$ cat config.mk
export PLATFORM = sky130hd
export DESIGN_NAME = br_resolve_flat
export DESIGN_NICKNAME = d
export VERILOG_FILES = /design/src/rtl/br_resolve_if.sv /design/src/rtl/br_resolve.sv /design/src/flat_wrapper.sv
export SDC_FILE = /design/constraint.sdc
export NUM_CORES = 1
export LEC_CHECK = 0
export ABC_AREA = 1
export CORE_ASPECT_RATIO = 2
export CORE_MARGIN = 4
export CORE_UTILIZATION = 40
export DETAILED_ROUTE_END_ITERATION = 6
export PLACE_DENSITY = 0.67
export SYNTH_ARGS = -nofsm -noshare
export SYNTH_HDL_FRONTEND = slang
export SYNTH_SLANG_ARGS = --single-unit
export TNS_END_PERCENT = 50
$ cat constraint.sdc
create_clock -name clk -period 11.2 [get_ports clk]
set_input_delay 2.24 -clock clk [delete_from_list [all_inputs] [get_ports clk]]
set_output_delay 2.24 -clock clk [all_outputs]
set_load 0.01 [all_outputs]
$ cat src/rtl/br_resolve_if.sv
// Operand and result channels of the branch resolve unit.
// The environment is the master and br_resolve is the slave.
interface br_resolve_if #(
  parameter int XLEN = 64
);
  logic            in_valid;
  logic            in_ready;
  logic [3:0]      brsel;
  logic [XLEN-1:0] rs1;
  logic [XLEN-1:0] rs2;
  logic [XLEN-1:0] pc;
  logic [XLEN-1:0] imm;
  logic            pred_taken;
  logic [XLEN-1:0] pred_target;
  logic            out_valid;
  logic            out_ready;
  logic            out_taken;
  logic [XLEN-1:0] out_target;
  logic            out_mispredict;

  modport master (
    output in_valid, brsel, rs1, rs2, pc, imm, pred_taken, pred_target, out_ready,
    input  in_ready, out_valid, out_taken, out_target, out_mispredict
  );

  modport slave (
    input  in_valid, brsel, rs1, rs2, pc, imm, pred_taken, pred_target, out_ready,
    output in_ready, out_valid, out_taken, out_target, out_mispredict
  );
endinterface

$ cat src/rtl/br_resolve.sv
// Branch resolve unit: evaluates condition and next PC with one cycle of latency,
// trains a table of 2-bit counters and counts delivered mispredicts.
module br_resolve #(
  parameter int XLEN      = 64,
  parameter int BHT_DEPTH = 64,
  parameter int IDX_W     = $clog2(BHT_DEPTH)
) (
  input  logic            clk,
  input  logic            reset,
  br_resolve_if.slave     bus,
  input  logic            flush,
  input  logic [XLEN-1:0] lookup_pc,
  output logic            lookup_taken,
  output logic [31:0]     mispredict_cnt
);
  logic [3:0]      sel;
  logic            taken;
  logic            is_cond;
  logic            mispredict;
  logic            accept;
  logic            deliver;
  logic [XLEN-1:0] jalr_sum;
  logic [XLEN-1:0] target;
  logic [XLEN-1:0] next_pc;
  logic [IDX_W-1:0] upd_idx;
  logic [IDX_W-1:0] look_idx;
  logic [1:0]      bht [BHT_DEPTH];
  logic            unused_lookup_bits;

  // Reserved select codes behave exactly like "no branch".
  assign sel     = (bus.brsel > 4'd8) ? 4'd0 : bus.brsel;
  assign is_cond = (sel >= 4'd3) && (sel <= 4'd8);

  always_comb begin
    taken = 1'b0;
    case (sel)
      4'd1, 4'd2: taken = 1'b1;
      4'd3:       taken = (bus.rs1 == bus.rs2);
      4'd4:       taken = (bus.rs1 != bus.rs2);
      4'd5:       taken = ($signed(bus.rs1) <  $signed(bus.rs2));
      4'd6:       taken = ($signed(bus.rs1) >= $signed(bus.rs2));
      4'd7:       taken = (bus.rs1 <  bus.rs2);
      4'd8:       taken = (bus.rs1 >= bus.rs2);
      default:    taken = 1'b0;
    endcase
  end

  assign jalr_sum   = bus.rs1 + bus.imm;
  assign target     = (sel == 4'd2) ? {jalr_sum[XLEN-1:1], 1'b0} : (bus.pc + bus.imm);
  assign next_pc    = taken ? target : (bus.pc + XLEN'(4));
  assign mispredict = (sel != 4'd0) &&
                      ((taken != bus.pred_taken) || (taken && (target != bus.pred_target)));

  assign bus.in_ready = !reset && !flush && (!bus.out_valid || bus.out_ready);
  assign accept       = bus.in_valid && bus.in_ready;
  // A flushed result is killed, so it never counts as delivered.
  assign deliver      = bus.out_valid && bus.out_ready && !flush;

  assign upd_idx      = bus.pc[IDX_W+1:2];
  assign look_idx     = lookup_pc[IDX_W+1:2];
  assign lookup_taken = bht[look_idx][1];
  assign unused_lookup_bits = ^{lookup_pc[XLEN-1:IDX_W+2], lookup_pc[1:0]};

  always_ff @(posedge clk or posedge reset) begin
    if (reset) begin
      bus.out_valid      <= 1'b0;
      bus.out_taken      <= 1'b0;
      bus.out_target     <= '0;
      bus.out_mispredict <= 1'b0;
    end else if (flush) begin
      bus.out_valid <= 1'b0;
    end else if (accept) begin
      bus.out_valid      <= 1'b1;
      bus.out_taken      <= taken;
      bus.out_target     <= next_pc;
      bus.out_mispredict <= mispredict;
    end else if (bus.out_ready) begin
      bus.out_valid <= 1'b0;
    end
  end

  always_ff @(posedge clk or posedge reset) begin
    if (reset) begin
      mispredict_cnt <= '0;
    end else if (deliver && bus.out_mispredict) begin
      mispredict_cnt <= mispredict_cnt + 32'd1;
    end
  end

  always_ff @(posedge clk or posedge reset) begin
    if (reset) begin
      for (int i = 0; i < BHT_DEPTH; i++) bht[i] <= 2'b01;
    end else if (accept && is_cond) begin
      if (taken && (bht[upd_idx] != 2'b11)) begin
        bht[upd_idx] <= bht[upd_idx] + 2'd1;
      end else if (!taken && (bht[upd_idx] != 2'b00)) begin
        bht[upd_idx] <= bht[upd_idx] - 2'd1;
      end
    end
  end
endmodule

$ cat src/flat_wrapper.sv
// flat-port wrapper written by rule: the top's interface ports become plain ports
module br_resolve_flat 
#(
  parameter int XLEN      = 64,
  parameter int BHT_DEPTH = 64,
  parameter int IDX_W     = $clog2(BHT_DEPTH)
)
  (clk, reset, flush, lookup_pc, lookup_taken, mispredict_cnt, bus_in_valid, bus_brsel, bus_rs1, bus_rs2, bus_pc, bus_imm, bus_pred_taken, bus_pred_target, bus_out_ready, bus_in_ready, bus_out_valid, bus_out_taken, bus_out_target, bus_out_mispredict);
  br_resolve_if #(.XLEN(XLEN)) bus_i ();
  input  logic clk;
  input  logic reset;
  input  logic flush;
  input  logic [XLEN-1:0] lookup_pc;
  output logic lookup_taken;
  output logic [31:0] mispredict_cnt;
  input wire logic [$bits(bus_i.in_valid)-1:0] bus_in_valid;
  input wire logic [$bits(bus_i.brsel)-1:0] bus_brsel;
  input wire logic [$bits(bus_i.rs1)-1:0] bus_rs1;
  input wire logic [$bits(bus_i.rs2)-1:0] bus_rs2;
  input wire logic [$bits(bus_i.pc)-1:0] bus_pc;
  input wire logic [$bits(bus_i.imm)-1:0] bus_imm;
  input wire logic [$bits(bus_i.pred_taken)-1:0] bus_pred_taken;
  input wire logic [$bits(bus_i.pred_target)-1:0] bus_pred_target;
  input wire logic [$bits(bus_i.out_ready)-1:0] bus_out_ready;
  output wire logic [$bits(bus_i.in_ready)-1:0] bus_in_ready;
  output wire logic [$bits(bus_i.out_valid)-1:0] bus_out_valid;
  output wire logic [$bits(bus_i.out_taken)-1:0] bus_out_taken;
  output wire logic [$bits(bus_i.out_target)-1:0] bus_out_target;
  output wire logic [$bits(bus_i.out_mispredict)-1:0] bus_out_mispredict;
  assign bus_i.in_valid = bus_in_valid;
  assign bus_i.brsel = bus_brsel;
  assign bus_i.rs1 = bus_rs1;
  assign bus_i.rs2 = bus_rs2;
  assign bus_i.pc = bus_pc;
  assign bus_i.imm = bus_imm;
  assign bus_i.pred_taken = bus_pred_taken;
  assign bus_i.pred_target = bus_pred_target;
  assign bus_i.out_ready = bus_out_ready;
  assign bus_in_ready = bus_i.in_ready;
  assign bus_out_valid = bus_i.out_valid;
  assign bus_out_taken = bus_i.out_taken;
  assign bus_out_target = bus_i.out_target;
  assign bus_out_mispredict = bus_i.out_mispredict;
  br_resolve #(.XLEN(XLEN), .BHT_DEPTH(BHT_DEPTH), .IDX_W(IDX_W)) u_core (.clk(clk), .reset(reset), .bus(bus_i), .flush(flush), .lookup_pc(lookup_pc), .lookup_taken(lookup_taken), .mispredict_cnt(mispredict_cnt));
endmodule
==> flow_summary.json <==
{
  "globalRouteTotalUtil": 0.411,
  "clock_sinks": 227,
  "htree_levels": 1,
  "element_type_at_the_critical_path_end": "output port",
  "critPathRequiredTime_ns": 8.96,
  "first_global_vias": 33675,
  "post_syn_instances": 4966,
  "core_um2": 69800,
  "tightestPinTransition_ns": 1.47,
  "maxSlewViolCount": 0,
  "syn_area_um2": 28100,
  "synth_top_cell_area_share": 0.241,
  "crit_path_end": "lookup_taken",
  "routed.top_layer": "met5",
  "met2WireLength_um": 76700,
  "hold_path_class": "reg2reg",
  "grt_pass1_wl_um": 223000,
  "routed-via-count": 34497,
  "rsz0062_at_grt": "no",
  "maxCapViolCount": 1,
  "maximum_number_of_pins_on_one_net_before_global_route_repair": 105,
  "seq_pwr_share": 0.278,
  "cts_resized": 0,
  "critical_path_peak_fanout": 18,
  "timing.reg2reg.setup_slack_ns": 6.01,
  "power_density_nw_per_um2": 99.0,
  "final_antenna_net_count": 0,
  "number_of_ports_placed_on_the_die_boundary": 495,
  "synth.area.top_cells": "nand2_1 (24%), dfrtp_1 (14%), inv_1 (11%)",
  "regToRegStartpoint": "u_core.bht[111]",
  "worst_ep_arrival_time_ns": 5.91,
  "drive_above_1_share": 0.0353,
  "wl_met3_um": 10600,
  "max_freq_mhz": 123,
  "outcome": "finished with violations",
  "clkLatencyLatePin_ns": 0.64,
  "antenna_found_initial": 12,
  "layoutNonFillerInstCount": 6294,
  "syn_nets": 5555,
  "clock_network_fraction_of_design_power": 0.265,
  "finalCriticalPeriod_ns": 8.15,
  "grt_ovf": 0,
  "worst_setup_hold_path_clk_slew_ns": 0.07,
  "timing.final.setup_violations": 0,
  "area.growth.synth_to_final_pct": 22.0,
  "power.share.switching": 0.440,
  "place_hpwl_um": 136000,
  "clock_skew_ns": 0.0873,
  "dieArea_um2": 74900,
  "cts_made_buffers": 24,
  "yosys_register_bits": 227,
  "critical_path_class": "in2out",
  "firstDrtPassIters": 7,
  "synth_ff_type": "dfrtp_1",
  "final-hold-violation-count": 0,
  "failing_checks": "design-rule violations, max-capacitance violations",
  "crit_start_category": "input pin",
  "yosys-top-cells-count": "nand2_1 (1806), inv_1 (793), nor2_1 (499)",
  "ff2ff_path_depth": 13,
  "power_report.internal_total_mw": 1.90,
  "post_drt_via_cell_ratio": 5.48,
  "fin_nets": 5953,
  "placement_rows": 137,
  "crit_path_start": "lookup_pc[3]",
  "power_switching_mw": 1.50,
  "synth_largest_area_cell": "nand2_1",
  "ctsRootBufferMaster": "clkbuf_16",
  "route.final.wire_length_um": 161000,
  "asyncSetResetFlopFracSynth": 1.00,
  "portBuffers": 436,
  "route.detailed.wl_per_inst_um": 25.6,
  "synth_edf_count": 0,
  "fin_tns_setup_ns": 0,
  "route.detailed.drc": 8,
  "yosysWarningCount": 0,
  "synth_cell_types": 60,
  "place.detailed.instances": 6241,
  "post_cts.repair.setup_buffers": 0,
  "combPwrFrac": 0.457,
  "post-route-period-util": 0.727,
  "initial_standard_cell_utilization_of_the_core": 0.403,
  "synth_area_per_cell_um2": 5.67,
  "cts_max_path_buffers": 3,
  "total_leakage_power_nw": 18.1,
  "synth_sequential_area_ratio": 0.205,
  "postCtsHoldBufs": 0,
  "die_width_um": 196,
  "tritoncts_clock_tree": "done",
  "met1_wire_length_um": 49000,
  "gpl.final_weighted_congestion": 1.08,
  "synth.most_common_cell": "nand2_1",
  "vdd_drop_max_v": 0.000130,
  "drtIter0Drc": 2561,
  "relSlewSlack": 0.0137,
  "die-height_um": 383
}
==> worst max-delay path, stage by stage <==
cell and delay, ns:
clkdlybuf4s50_1 0.89, inv_1 0.76, o21ai_0 0.19, o22ai_1 0.44
o21ai_0 0.15, o22ai_1 0.28, nor2_1 0.08, o31ai_1 0.28
clkdlybuf4s50_1 0.59
==> cells by family (layout without fill, tap and decap cells) <==
| family | Yosys count | count (layout) | synth area share |
|---|---|---|---|
| and+or+nand+nor | 3007 | 3007 | 0.447 |
| DFF | 227 | 227 | 0.205 |
| AOI/OAI and AO/OA | 542 | 542 | 0.109 |
| xor gates and xnor gates | 89 | 89 | 0.0280 |
| buffers and inverters | 906 | 1322 | 0.124 |
| adders and majority gates | 195 | 195 | 0.0872 |
| other | 0 | 9 | 0 |
==> per-stage QoR <==
stage	power, mW	util	setup slack [ns]	area, µm²	hold WS, ns
floorplan	1.76	-	1.21	28100	0.449
global placement	2.46	0.480	3.28	33500	0.460
detailed placement	2.47	0.480	3.27	33500	0.464
CTS	3.37	0.492	3.34	34300	0.477
global route	3.56	0.492	3.12	34300	0.491
finish	3.40	0.492	3.05	34300	0.475
==> final cells by class <==
cell class	instances	area (µm²)
multi-input combinational	3833	18900
timing repair buffer	470	4620
clock buffer	30	663
inverter	808	3040
clock inverter	14	166
fill	7633	35400
tap	903	1130
antenna	9	22.5
sequential	227	5760
==> power by group through the flow <==
stage / clock network [mW] / logic, mW / registers, mW
after floorplan: 0 / 0.790 / 0.967
after global placement: 0 / 1.51 / 0.956
after detailed placement: 0 / 1.52 / 0.956
after CTS: 0.901 / 1.52 / 0.944
after global routing: 0.938 / 1.67 / 0.951
final: 0.901 / 1.55 / 0.945
==> routing by layer <==
metal | up-vias | track usage
li1 | 16630 | -
met1 | 15514 | 0.371
met2 | 1689 | 0.717
met3 | 656 | 0.0691
met4 | 8 | 0.477
met5 | - | 0
==> placed cells by master, fill, tap and decap left out, drive strengths merged, types with 5 or more instances in the layout <==
cell / n
a21oi: 202
a221oi: 8
a22o: 6
a22oi: 10
a2bb2oi: 11
a31oi: 7
buf: 34
clkbuf: 30
clkdlybuf4s50: 436
clkinv: 14
dfrtp: 163
dfstp: 64
diode: 9
ha: 193
inv: 802
nand2: 1808
nand3: 463
nand3b: 57
nand4: 77
nor2: 501
nor3: 50
nor4: 25
o211ai: 5
o21a: 10
o21ai: 198
o21bai: 11
o221ai: 5
o22ai: 43
o31ai: 11
or2: 13
xnor2: 46
xor2: 43
==> worst min-delay path by stage <==
stage	cells after the start	slack (ns)	start	endpoint
after floorplan	2	0.45	u_core.bht[125]	u_core.bht[125]
after global placement	1	0.46	u_core.mispredict_cnt[31]	u_core.mispredict_cnt[31]
after detailed placement	2	0.46	u_core.bus.out_target[62]	u_core.bus.out_target[62]
after CTS	2	0.48	flip-flop	flip-flop
after global routing	2	0.49	flip-flop	flip-flop
final	2	0.48	flip-flop	flip-flop
No activity file was read; power rests on OpenSTA's default activity.
